[src/rtl/montacargas_pkg.sv]
// Shared types, floor codes and scheduling helpers for the three-floor freight lift.
// The floor code doubles as the floor number (1..3), so arithmetic on it moves the cabin.
package montacargas_pkg;

    typedef enum logic [2:0] {
        REPOSO   = 3'd0,
        SUBIENDO = 3'd1,
        BAJANDO  = 3'd2,
        PUERTA   = 3'd3,
        ALARMA   = 3'd4
    } estado_t;

    localparam logic [2:0] PISO_1        = 3'b001;
    localparam logic [2:0] PISO_2        = 3'b010;
    localparam logic [2:0] PISO_3        = 3'b011;
    localparam logic [2:0] CODIGO_ALARMA = 3'b111;
    localparam logic [2:0] APAGADO       = 3'b000;

    localparam logic DIR_SUBIR = 1'b1;
    localparam logic DIR_BAJAR = 1'b0;

    function automatic logic [2:0] mascara_piso(input logic [2:0] piso);
        logic [2:0] m;
        case (piso)
            PISO_1:  m = 3'b001;
            PISO_2:  m = 3'b010;
            PISO_3:  m = 3'b100;
            default: m = 3'b000;
        endcase
        return m;
    endfunction

    function automatic logic [2:0] mascara_arriba(input logic [2:0] piso);
        logic [2:0] m;
        case (piso)
            PISO_1:  m = 3'b110;
            PISO_2:  m = 3'b100;
            default: m = 3'b000;
        endcase
        return m;
    endfunction

    function automatic logic [2:0] mascara_abajo(input logic [2:0] piso);
        logic [2:0] m;
        case (piso)
            PISO_2:  m = 3'b001;
            PISO_3:  m = 3'b011;
            default: m = 3'b000;
        endcase
        return m;
    endfunction

endpackage

[src/rtl/controlador_montacargas_if.sv]
// Call/alarm inputs and motor/door/display outputs of the lift controller.
interface controlador_montacargas_if;
    logic [2:0] llamada;
    logic       alarma;
    logic [2:0] pisoEnBinario;
    logic       motorSubir;
    logic       motorBajar;
    logic       puertaAbierta;
    logic [2:0] pendientes;

    modport master (
        output llamada, alarma,
        input  pisoEnBinario, motorSubir, motorBajar, puertaAbierta, pendientes
    );

    modport slave (
        input  llamada, alarma,
        output pisoEnBinario, motorSubir, motorBajar, puertaAbierta, pendientes
    );
endinterface

[src/rtl/temporizador_montacargas.sv]
// Loadable down-counter shared by the travel and door phases.
// fin flags the cycle whose closing edge brings the count to zero.
module temporizador_montacargas #(
    parameter int ANCHO = 4
) (
    input  logic             clk,
    input  logic             reset,
    input  logic             load,
    input  logic [ANCHO-1:0] value,
    output logic             fin
);
    logic [ANCHO-1:0] cuenta_r;

    // count register: load wins, otherwise decrement until zero
    always_ff @(posedge clk) begin
        if (reset) begin
            cuenta_r <= '0;
        end else if (load) begin
            cuenta_r <= value;
        end else if (cuenta_r != '0) begin
            cuenta_r <= cuenta_r - ANCHO'(1);
        end else begin
            cuenta_r <= cuenta_r;
        end
    end

    assign fin = (cuenta_r == ANCHO'(1));
endmodule

[src/rtl/controlador_montacargas.sv]
// SCAN sequencing controller for the three-floor freight lift: latches calls,
// schedules travel, drives hoist and door, and reports the floor code.
module controlador_montacargas
    import montacargas_pkg::*;
#(
    parameter int TICKS_POR_PISO = 2000,
    parameter int TICKS_PUERTA   = 3000
) (
    input  logic                             clk,
    input  logic                             reset,
    controlador_montacargas_if.slave         bus
);
    localparam int MAX_TICKS = (TICKS_POR_PISO > TICKS_PUERTA) ? TICKS_POR_PISO : TICKS_PUERTA;
    localparam int ANCHO     = $clog2(MAX_TICKS + 1);
    localparam logic [ANCHO-1:0] CARGA_PISO   = ANCHO'(TICKS_POR_PISO);
    localparam logic [ANCHO-1:0] CARGA_PUERTA = ANCHO'(TICKS_PUERTA);

    estado_t          estado_r, estado_s;
    logic [2:0]       piso_r, piso_s, llegada_s, mas_alla_s;
    logic             dir_r, dir_s;
    logic [2:0]       pend_r, pend_s, servido_s;
    logic             carga_s, fin_s, hay_arriba_s, hay_abajo_s;
    logic [ANCHO-1:0] valor_s;
    logic [2:0]       codigo_r;
    logic             subir_r, bajar_r, puerta_r;

    assign hay_arriba_s = |(pend_r & mascara_arriba(piso_r));
    assign hay_abajo_s  = |(pend_r & mascara_abajo(piso_r));

    // next floor on arrival (clamped to 1..3) and the calls still ahead of it
    always_comb begin
        llegada_s  = piso_r;
        mas_alla_s = 3'b000;
        if (estado_r == SUBIENDO) begin
            llegada_s  = (piso_r == PISO_3) ? piso_r : piso_r + 3'd1;
            mas_alla_s = mascara_arriba(llegada_s);
        end else if (estado_r == BAJANDO) begin
            llegada_s  = (piso_r == PISO_1) ? piso_r : piso_r - 3'd1;
            mas_alla_s = mascara_abajo(llegada_s);
        end else begin
            llegada_s  = piso_r;
            mas_alla_s = 3'b000;
        end
    end

    // scheduling decisions, timer control and call-latch update
    always_comb begin
        estado_s  = estado_r;
        piso_s    = piso_r;
        dir_s     = dir_r;
        servido_s = 3'b000;
        carga_s   = 1'b0;
        valor_s   = '0;
        if (bus.alarma) begin
            estado_s = ALARMA;
            carga_s  = 1'b1;
        end else begin
            case (estado_r)
                REPOSO: begin
                    if (|(pend_r & mascara_piso(piso_r))) begin
                        estado_s  = PUERTA;
                        carga_s   = 1'b1;
                        valor_s   = CARGA_PUERTA;
                        servido_s = mascara_piso(piso_r);
                    end else if (hay_arriba_s && hay_abajo_s) begin
                        estado_s = (dir_r == DIR_SUBIR) ? SUBIENDO : BAJANDO;
                        carga_s  = 1'b1;
                        valor_s  = CARGA_PISO;
                    end else if (hay_arriba_s) begin
                        estado_s = SUBIENDO;
                        dir_s    = DIR_SUBIR;
                        carga_s  = 1'b1;
                        valor_s  = CARGA_PISO;
                    end else if (hay_abajo_s) begin
                        estado_s = BAJANDO;
                        dir_s    = DIR_BAJAR;
                        carga_s  = 1'b1;
                        valor_s  = CARGA_PISO;
                    end else begin
                        estado_s = REPOSO;
                    end
                end
                SUBIENDO, BAJANDO: begin
                    if (fin_s) begin
                        piso_s = llegada_s;
                        if (|(pend_r & mascara_piso(llegada_s))) begin
                            estado_s  = PUERTA;
                            carga_s   = 1'b1;
                            valor_s   = CARGA_PUERTA;
                            servido_s = mascara_piso(llegada_s);
                        end else if (|(pend_r & mas_alla_s)) begin
                            carga_s = 1'b1;
                            valor_s = CARGA_PISO;
                        end else begin
                            estado_s = REPOSO;
                        end
                    end else begin
                        piso_s = piso_r;
                    end
                end
                PUERTA: begin
                    servido_s = mascara_piso(piso_r);
                    // a fresh call for this floor keeps the door open
                    if (|(bus.llamada & servido_s)) begin
                        carga_s = 1'b1;
                        valor_s = CARGA_PUERTA;
                    end else if (fin_s) begin
                        estado_s = REPOSO;
                    end else begin
                        estado_s = PUERTA;
                    end
                end
                ALARMA:  estado_s = REPOSO;
                default: estado_s = REPOSO;
            endcase
        end
        if (bus.alarma || (estado_r == ALARMA)) begin
            pend_s = 3'b000;
        end else begin
            pend_s = (pend_r | bus.llamada) & ~servido_s;
        end
    end

    temporizador_montacargas #(.ANCHO(ANCHO)) u_temporizador (
        .clk   (clk),
        .reset (reset),
        .load  (carga_s),
        .value (valor_s),
        .fin   (fin_s)
    );

    // state, floor, direction and call registers with registered outputs
    always_ff @(posedge clk) begin
        if (reset) begin
            estado_r <= REPOSO;
            piso_r   <= PISO_1;
            dir_r    <= DIR_SUBIR;
            pend_r   <= 3'b000;
            codigo_r <= PISO_1;
            subir_r  <= 1'b0;
            bajar_r  <= 1'b0;
            puerta_r <= 1'b0;
        end else begin
            estado_r <= estado_s;
            piso_r   <= piso_s;
            dir_r    <= dir_s;
            pend_r   <= pend_s;
            codigo_r <= (estado_s == ALARMA) ? CODIGO_ALARMA : piso_s;
            subir_r  <= (estado_s == SUBIENDO);
            bajar_r  <= (estado_s == BAJANDO);
            puerta_r <= (estado_s == PUERTA);
        end
    end

    assign bus.pisoEnBinario = codigo_r;
    assign bus.motorSubir    = subir_r;
    assign bus.motorBajar    = bajar_r;
    assign bus.puertaAbierta = puerta_r;
    assign bus.pendientes    = pend_r;
endmodule

[src/flat_wrapper.sv]
// flat-port wrapper written by rule: the top's interface ports become plain ports
module controlador_montacargas_flat import montacargas_pkg::*;
#(
    parameter int TICKS_POR_PISO = 2000,
    parameter int TICKS_PUERTA   = 3000
)
  (clk, reset, bus_llamada, bus_alarma, bus_pisoEnBinario, bus_motorSubir, bus_motorBajar, bus_puertaAbierta, bus_pendientes);
  controlador_montacargas_if bus_i ();
  input  logic clk;
  input  logic reset;
  input wire logic [$bits(bus_i.llamada)-1:0] bus_llamada;
  input wire logic [$bits(bus_i.alarma)-1:0] bus_alarma;
  output wire logic [$bits(bus_i.pisoEnBinario)-1:0] bus_pisoEnBinario;
  output wire logic [$bits(bus_i.motorSubir)-1:0] bus_motorSubir;
  output wire logic [$bits(bus_i.motorBajar)-1:0] bus_motorBajar;
  output wire logic [$bits(bus_i.puertaAbierta)-1:0] bus_puertaAbierta;
  output wire logic [$bits(bus_i.pendientes)-1:0] bus_pendientes;
  assign bus_i.llamada = bus_llamada;
  assign bus_i.alarma = bus_alarma;
  assign bus_pisoEnBinario = bus_i.pisoEnBinario;
  assign bus_motorSubir = bus_i.motorSubir;
  assign bus_motorBajar = bus_i.motorBajar;
  assign bus_puertaAbierta = bus_i.puertaAbierta;
  assign bus_pendientes = bus_i.pendientes;
  controlador_montacargas #(.TICKS_POR_PISO(TICKS_POR_PISO), .TICKS_PUERTA(TICKS_PUERTA)) u_core (.clk(clk), .reset(reset), .bus(bus_i));
endmodule
[config.mk]
export PLATFORM = sky130hd
export DESIGN_NAME = controlador_montacargas_flat
export DESIGN_NICKNAME = d
export VERILOG_FILES = /design/src/rtl/montacargas_pkg.sv /design/src/rtl/controlador_montacargas_if.sv /design/src/rtl/temporizador_montacargas.sv /design/src/rtl/controlador_montacargas.sv /design/src/flat_wrapper.sv
export SDC_FILE = /design/constraint.sdc
export NUM_CORES = 1
export LEC_CHECK = 0
export BUFFER_PORTS_ARGS = -buffer_cell sky130_fd_sc_hd__buf_2
export CORE_UTILIZATION = 40
export DETAILED_ROUTE_END_ITERATION = 7
export SLEW_MARGIN = 15
export SYNTH_ARGS = -nofsm -noshare
export SYNTH_HDL_FRONTEND = slang
export SYNTH_HIERARCHICAL = 1
export SYNTH_SLANG_ARGS = --single-unit
[constraint.sdc]
create_clock -name clk -period 6.2 [get_ports clk]
set_input_delay 1.24 -clock clk [delete_from_list [all_inputs] [get_ports clk]]
set_output_delay 1.24 -clock clk [all_outputs]
set_load 0.01 [all_outputs]
==> results.yml, run 1 <==
final_layout:
  fin_util: 0.450
  multi_input_area_mm2: 0.00132
  final_net_count: 267
  register_area_um2: 561
  diodes: 0
  design_area_mm2: 0.00212
  nFillCells: 471
  drive_above_1_share: 0.115
  area_delta_synth_final_pct: 8.37
power_and_ir_drop:
  power_density_mw_per_mm2: 203
  vdd_drop_max_mv: 0.0933
  leakage_nw: 0.830
timing:
  worst_slew_pin_slew_ns: 0.704
  min_period_ns: 4.34
  drv_slew: 0
  rsz0062_at_grt: "false"
  slew_headroom: 0.526
  finalSetupTns_ns: 0
  setup_viol: 0
  finClkSkew_ns: 0.00560
  hold_violations: 0
  period_share: 0.700
  fmax_mhz: 231
yosys:
  synthSimpleGateAreaFrac: 0.280
  synth-edff-count: 0
  ys_types: 60
  ys_seq_area_frac: 0.286
  netlist_area_mm2: 0.00196
  synth_top_family_by_area: "simple AND/OR/NAND/NOR gates"
  yosysMostFrequentCell: "dfxtp_1"
  ys_warn_count: 6
  synth_common_cells: "28 x dfxtp_1, 22 x a21oi_1, 22 x nor2_1"
  async_flop_share: 0
  synth_compound_area_frac: 0.262
  synth.area.mux_share: 0.0383
  yosys-top-cells-area: "dfxtp_1 29%, a21oi_1 5.6%, o21ai_0 4.6%"
  syn_inst: 244
  ys.flop_type: "dfxtp_1"
  syn_avg_cell_area_um2: 8.03
  synth_top_area_frac: 0.286
  synth_top_area_cell: "dfxtp_1"
  synth_xor_area_frac: 0.0447
  synth-seq-cells: 28
  synthAdderAreaFrac: 0.0447
grt:
  grt_pass1_wl_um: 7770
  grt_pass1_vias: 1579
  antenna_found_initial: 0
  grtUsageTotal: 0.191
  gr-total-overflow: 0
  grt_max_degree: 19
floorplan:
  start_util: 0.415
  rows: 25
  die-height_um: 72.0
  dieArea_mm2: 0.00518
  coreArea_mm2: 0.00472
  ios: 15
  die_w_um: 72.0
setup_path:
  cp.depth: 11
  critPathTopFamily: "simple AND/OR/NAND/NOR gates"
  crit_buf_inv: 0
  worstPathRequired_ns: 6.38
  rr_worst_depth: 11
  cp_cell_sequence: "ha_1, nor2b_1, o22ai_2, xnor2_1, mux2_4, a221oi_4, nand3_1, nor4b_1, a31oi_1, o21ai_0, o21ba_2"
  crit_path_end: "u_core/u_temporizador/cuenta_r[8]"
  rrSetupSlack_ns: 1.86
  slowest_delay_ns: 0.57
  setup.worst_path.start_class: "register"
  critPathKind: "reg2reg"
  critPathCaptureType: "register"
  cp_max_fo: 14
  r2r_end: "u_core/u_temporizador/cuenta_r[8]"
  critPathLaunch: "u_core/piso_r[0]"
  worstReg2RegStart: "u_core/piso_r[0]"
  arrival_ns: 4.52
  critPathSlowestCell: "dfxtp_1"
outcome:
  status: "finished clean"
route:
  wl_met2_um: 1970
  met3WireLength_um: 306
  routed_wl_um: 4700
  num_vias: 1877
  firstDrtPassIters: 5
  wl_per_cell_um: 14.7
  drc: 0
  viasPerCell: 5.87
  ant_nets: 0
  wl_met1_um: 2380
  routed.top_layer: "met4"
  drt_iter0_drc: 190
flow_run:
  drv_cap: 0
place:
  placed_area_mm2: 0.00207
  dp_hpwl_um: 3510
  gp_congestion: 1.00
  port_buffers: 14
clock_network:
  post_cts_resized: 0
  postCtsHoldBufs: 0
  cts_tree: "done"
  cts_buffers: 3
  postCtsSetupRepairBufs: 0
  cts_max_path_buffers: 2
  path_clk_slew_ns: 0.10
  root_buffer: "clkbuf_8"
  cts.htree.levels: 1
  clock_latency_ns: 0.28
  cts.sinks: 28
worst_hold_path:
  hold_class: "reg2reg"
  hold_depth: 1
## cells by family (layout without fill, tap and decap cells)
family	count (synthesis)	count (layout)
and+or+nand+nor	97	97
AOI/OAI and AO/OA	75	75
DFF	28	28
buffers and inverters	19	26
xor gates and xnor gates	10	10
adders and majority gates	7	7
muxes	7	7
other	1	3
## how the worst min path moves through the flow
stage | start | end
6_report | u_core/u_temporizador/cuenta_r[7] | u_core/u_temporizador/cuenta_r[7]
2_1_floorplan | u_core/u_temporizador/cuenta_r[7] | u_core/u_temporizador/cuenta_r[7]
3_3_place_gp | u_core/u_temporizador/cuenta_r[7] | u_core/u_temporizador/cuenta_r[7]
5_1_grt | u_core/u_temporizador/cuenta_r[7] | u_core/u_temporizador/cuenta_r[7]
3_5_place_dp | u_core/u_temporizador/cuenta_r[7] | u_core/u_temporizador/cuenta_r[7]
4_1_cts | u_core/u_temporizador/cuenta_r[7] | u_core/u_temporizador/cuenta_r[7]
## flip-flops by register name, indices dropped and copies added, names as in the netlist
name and cells:
u_core/bus.puertaAbierta 1, u_core/u_temporizador/cuenta_r 12, u_core/bus.pendientes 3, u_core/bus.pisoEnBinario 3, u_core/bus.motorSubir 1, u_core/dir_r 1
u_core/bus.motorBajar 1, u_core/piso_r 3, u_core/estado_r 3
## metrics by stage
stage | instances | hold slack [ns] | setup slack (ns) | total power [W]
2_1_floorplan | 246 | 0.494 | 2.92 | 0.000294
3_3_place_gp | 316 | 0.515 | 2.03 | 0.000318
3_5_place_dp | 316 | 0.518 | 2.00 | 0.000317
4_1_cts | 320 | 0.542 | 1.96 | 0.000434
5_1_grt | 320 | 0.583 | 1.57 | 0.000456
6_report | 320 | 0.543 | 1.86 | 0.000430
## cell type report
class | instances | area share
Multi-Input combinational cell | 199 | 0.623
Sequential cell | 28 | 0.264
Tap cell | 67 | 0.0395
Timing Repair Buffer | 14 | 0.0330
Clock buffer | 4 | 0.0259
Inverter | 8 | 0.0141
## routing by layer
layer	vias to the layer above	global-route usage
met5	-	0
met4	0	0.0479
met3	5	0.0264
met2	73	0.270
met1	872	0.299
li1	927	-
## layout by cell type, fill, tap and decap left out, types with 3 or more instances in the layout
cell and count:
a211oi_1 5, a21oi_1 22, buf_2 14, clkbuf_8 4, conb_1 3, dfxtp_1 28, ha_1 7, inv_1 8
mux2i_1 6, nand2_1 13, nand2b_1 6, nand3_1 6, nor2_1 22, nor2b_1 6, nor3_1 15, nor4_1 5
o21ai_0 18, o31ai_1 3, xnor2_1 7, xor2_1 3
## power by group
| part | internal [W] | switching [W] |
|---|---|---|
| registers | 0.000192 | 0.0000174 |
| logic | 0.0000456 | 0.0000595 |
| clock network | 0.0000569 | 0.0000587 |
(Power assumes the default switching activity.)
==> run 2, diff against run 1 <==
clock period = 4.3 ns   (was 6.2 ns; I/O delays follow)
==> run 2 against run 1 <==
Effect of this change: first-iteration DRC count is 7.4% lower; highest routed layer unchanged; hold slack improved by 0.0011 ns; maximum frequency is 12% higher; via count decreased by 1.2%; sequential share of layout area shrank 0.28 points; count of clock-buffer cells in the layout did not move; die area unchanged.
==> results.yml, run 2 (synthesis results as in run 1) <==
clock_network:
  root_buffer: "clkbuf_8"
  postCtsSetupRepairBufs: 0
  postCtsHoldBufs: 0
  post_cts_resized: 0
  cts.htree.levels: 1
  clock_latency_ns: 0.28
  cts.sinks: 28
  cts_max_path_buffers: 2
  cts_buffers: 3
  path_clk_slew_ns: 0.10
  cts_tree: "done"
power_and_ir_drop:
  p_clk_frac: 0.266
  power_density_mw_per_mm2: 292
  fin_total_pwr_w: 0.000626
  leakage_nw: 0.845
  switchingPower_w: 0.000197
  combinationalPowerShare: 0.251
  sw_frac_of_total: 0.314
  pwr-share-seq: 0.483
  intPower_w: 0.000430
  vdd_drop_max_mv: 0.127
floorplan:
  ios: 15
  rows: 25
  die-height_um: 72.0
  start_util: 0.415
  die_w_um: 72.0
  dieArea_mm2: 0.00518
  coreArea_mm2: 0.00472
place:
  gp_congestion: 1.05
  dp_hpwl_um: 3440
  port_buffers: 14
  dp_cells: 319
  place_ws_ns: 0.564
  placed_area_mm2: 0.00209
grt:
  grt_pass1_vias: 1627
  gr-total-overflow: 0
  grtUsageTotal: 0.191
  grt_pass1_wl_um: 7850
  grt_max_degree: 19
  antenna_found_initial: 0
final_layout:
  diodes: 0
  design_area_mm2: 0.00215
  regMostFlops: "u_core/u_temporizador/cuenta_r"
  area_delta_synth_final_pct: 9.51
  final_net_count: 270
  final_cell_mix: "28 x dfxtp_1, 22 x nor2_1, 22 x a21oi_1"
  final_cell_count_no_fill: 323
  multi_input_area_mm2: 0.00132
  register_area_um2: 561
  final_common_cell: "dfxtp_1"
  nFillCells: 463
  drive_above_1_share: 0.125
  largest_register_ffs: 12
timing:
  rsz0062_at_grt: "false"
  finClkSkew_ns: 0.00311
  slew_headroom: 0.556
  worst_slew_pin_slew_ns: 0.660
  drv_slew: 0
  hold_violations: 0
  fmax_mhz: 258
  min_period_ns: 3.87
  fin_ws_ns: 0.427
  finalSetupTns_ns: 0
  period_share: 0.901
  setup_viol: 0
route:
  ant_nets: 0
  viasPerCell: 5.74
  routed_wl_um: 4680
  wl_per_cell_um: 14.5
  firstDrtPassIters: 5
  drt_iter0_drc: 176
  num_vias: 1855
  drc: 0
setup_path:
  critPathCaptureType: "register"
  slowest_delay_ns: 0.58
  critPathSlowestCell: "dfxtp_1"
  crit_buf_inv: 0
  cp_max_fo: 12
  setup.worst_path.start_class: "register"
  worstPathRequired_ns: 4.48
  cp_cell_sequence: "ha_1, nor2b_1, o22ai_2, xnor2_1, mux2_4, a221oi_4, nand3_1, nor4b_1, a31oi_1, o21ai_0, o21ba_2"
  critPathTopFamily: "compound AO/OA/AOI/OAI gates"
  critPathKind: "reg2reg"
  arrival_ns: 4.05
outcome:
  status: "finished clean"
worst_hold_path:
  hold_class: "reg2reg"
flow_run:
  drv_cap: 0
## run 2: cell types whose count changed in the layout (fill, tap and decap cells not counted)
cell,change
buf_4,+3
## run 2: worst paths after layout
| path | startpoint | to | slack, ns | depth (start not counted) |
|---|---|---|---|---|
| worst min-delay path | u_core/u_temporizador/cuenta_r[7] | u_core/u_temporizador/cuenta_r[7] | 0.54 | 1 |
| worst max-delay path | u_core/piso_r[0] | u_core/u_temporizador/cuenta_r[8] | 0.43 | 11 |
| worst min register to register | u_core/u_temporizador/cuenta_r[7] | u_core/u_temporizador/cuenta_r[7] | 0.54 | 1 |
| worst max register to register | u_core/piso_r[0] | u_core/u_temporizador/cuenta_r[8] | 0.43 | 11 |
## run 2: worst register-to-register path, cell delays in order (launching register included)
cell and delay, ns:
dfxtp_1 0.58, ha_1 0.38, nor2b_1 0.35, o22ai_2 0.15
xnor2_1 0.38, mux2_4 0.35, a221oi_4 0.43, nand3_1 0.17
nor4b_1 0.36, a31oi_1 0.30, o21ai_0 0.15, o21ba_2 0.17
## run 2: final cells by class
class / instances / share of cell area
multi-input combinational: 199 / 0.617
sequential: 28 / 0.261
timing repair buffer: 17 / 0.0431
tap: 67 / 0.0391
clock buffer: 4 / 0.0257
inverter: 8 / 0.0140
## run 2: routing by layer
layer	vias up	GRT usage	wire [um]
met5	-	0	0
met4	0	0.0523	53
li1	938	-	-
met2	80	0.268	1910
met3	6	0.0375	378
met1	831	0.292	2340
## run 2: power groups by stage
stage / combinational, W / sequential, W / clock, W
5_1_grt: 0.000176 / 0.000306 / 0.000179
3_3_place_gp: 0.000156 / 0.000308 / 0
6_report: 0.000157 / 0.000303 / 0.000167
4_1_cts: 0.000155 / 0.000302 / 0.000171
2_1_floorplan: 0.000123 / 0.000301 / 0
3_5_place_dp: 0.000154 / 0.000308 / 0
## run 2: stage by stage
step | utilization | hold slack, ns
finish | 0.454 | 0.544
global route | 0.454 | 0.573
CTS | 0.454 | 0.546
detailed placement | 0.443 | 0.523
global placement | 0.443 | 0.515
floorplan | - | 0.494
==> run 3, diff against run 2 <==
BUFFER_PORTS_ARGS = unset   (was -buffer_cell sky130_fd_sc_hd__buf_2)
DONT_BUFFER_PORTS = 1   (was unset)
==> run 3 against run 2 <==
Effect of this change: total power up 5.9%; combinational power down 6%; hold slack better by 0.019 ns; clock skew about the same; die area unchanged; routed wire length up 5.3%; cell area down 2.5%; largest cell class unchanged.
==> results.yml, run 3 (synthesis results as in run 1) <==
timing:
  setup_viol: 0
  finalSetupTns_ns: 0
  min_period_ns: 3.93
  hold_violations: 0
  drv_slew: 0
  slew_headroom: 0.563
  fmax_mhz: 254
  worst_slew_pin_slew_ns: 0.650
  rsz0062_at_grt: "false"
  period_share: 0.914
  finClkSkew_ns: 0.00271
  fin_ws_ns: 0.369
clock_network:
  postCtsHoldBufs: 0
  cts.htree.levels: 1
  cts_buffers: 3
  cts.sinks: 28
  cts_tree: "done"
  root_buffer: "clkbuf_8"
  post_cts_resized: 0
  postCtsSetupRepairBufs: 0
  clock_latency_ns: 0.27
  path_clk_slew_ns: 0.10
  cts_max_path_buffers: 2
place:
  dp_hpwl_um: 3630
  placed_area_mm2: 0.00202
  gp_congestion: 1.03
  port_buffers: 0
  place_ws_ns: 0.502
final_layout:
  design_area_mm2: 0.00209
  largest_register_ffs: 12
  diodes: 0
  final_cell_mix: "28 x dfxtp_1, 22 x nor2_1, 22 x a21oi_1"
  area_delta_synth_final_pct: 6.77
  fin_util: 0.443
  final_common_cell: "dfxtp_1"
  drive_above_1_share: 0.0744
  regMostFlops: "u_core/u_temporizador/cuenta_r"
  final_net_count: 256
power_and_ir_drop:
  leakage_nw: 0.788
  power_density_mw_per_mm2: 317
  vdd_drop_max_mv: 0.138
outcome:
  status: "finished clean"
route:
  drc: 0
  routed_wl_um: 4920
  firstDrtPassIters: 5
  drt_iter0_drc: 238
  num_vias: 1821
  ant_nets: 0
  wl_per_cell_um: 15.9
  viasPerCell: 5.89
grt:
  gr-total-overflow: 0
  grt_pass1_vias: 1605
  grtUsageTotal: 0.196
  grt_max_degree: 19
  grt_pass1_wl_um: 7960
  antenna_found_initial: 0
setup_path:
  critPathKind: "reg2reg"
  critPathCaptureType: "register"
  setup.worst_path.start_class: "register"
  arrival_ns: 4.11
  cp_max_fo: 12
  worstPathRequired_ns: 4.47
flow_run:
  drv_cap: 0
floorplan:
  rows: 25
  ios: 15
  die-height_um: 72.0
  die_w_um: 72.0
  start_util: 0.415
  coreArea_mm2: 0.00472
  dieArea_mm2: 0.00518
worst_hold_path:
  hold_class: "reg2reg"
## run 3: path summary, 6_finish.rpt
| check | from | end | slack, ns | cells past startpoint |
|---|---|---|---|---|
| setup / recovery | u_core/piso_r[0] | u_core/u_temporizador/cuenta_r[7] | 0.37 | 10 |
| hold / removal | u_core/u_temporizador/cuenta_r[7] | u_core/u_temporizador/cuenta_r[7] | 0.56 | 1 |
| setup reg to reg | u_core/piso_r[0] | u_core/u_temporizador/cuenta_r[7] | 0.37 | 10 |
| hold reg to reg | u_core/u_temporizador/cuenta_r[7] | u_core/u_temporizador/cuenta_r[7] | 0.56 | 1 |
## run 3: worst max-delay path, cell delays in order (launching register included)
cell      delay (ns)
dfxtp_1         0.57
ha_1            0.35
nor2b_1         0.37
o22ai_2         0.16
xnor2_1         0.45
mux2_4          0.36
a221oi_4        0.42
nand3_1         0.16
nor4b_1         0.35
a31oi_1         0.31
a32o_1          0.32
## run 3: through the flow
step                hold WS [ns]  total power [W]  cells
floorplan                  0.494         0.000424    246
global placement           0.512         0.000457    305
detailed placement         0.540         0.000457    305
CTS                        0.564         0.000667    309
global route               0.584         0.000700    309
finish                     0.563         0.000663    309
## run 3: where the power goes
group	internal [W]	switching [W]
Combinational	0.0000674	0.0000802
Sequential	0.000277	0.0000284
Clock	0.000125	0.0000859
## run 3: layout make-up
class                   instances  area [um2]
clock buffers                   3        41.3
multi-input cells             199        1320
flip-flops and latches         28         561
clock inverters                 1        30.0
repair buffers                  3        22.5
inverters                       8        30.0
fillers                       471        2630
well taps                      67        83.8
## run 3: routing by layer
layer  wire length, um  track usage
met4                26       0.0327
met2              2140        0.286
met1              2470        0.302
met3               287       0.0347
met5                 0            0
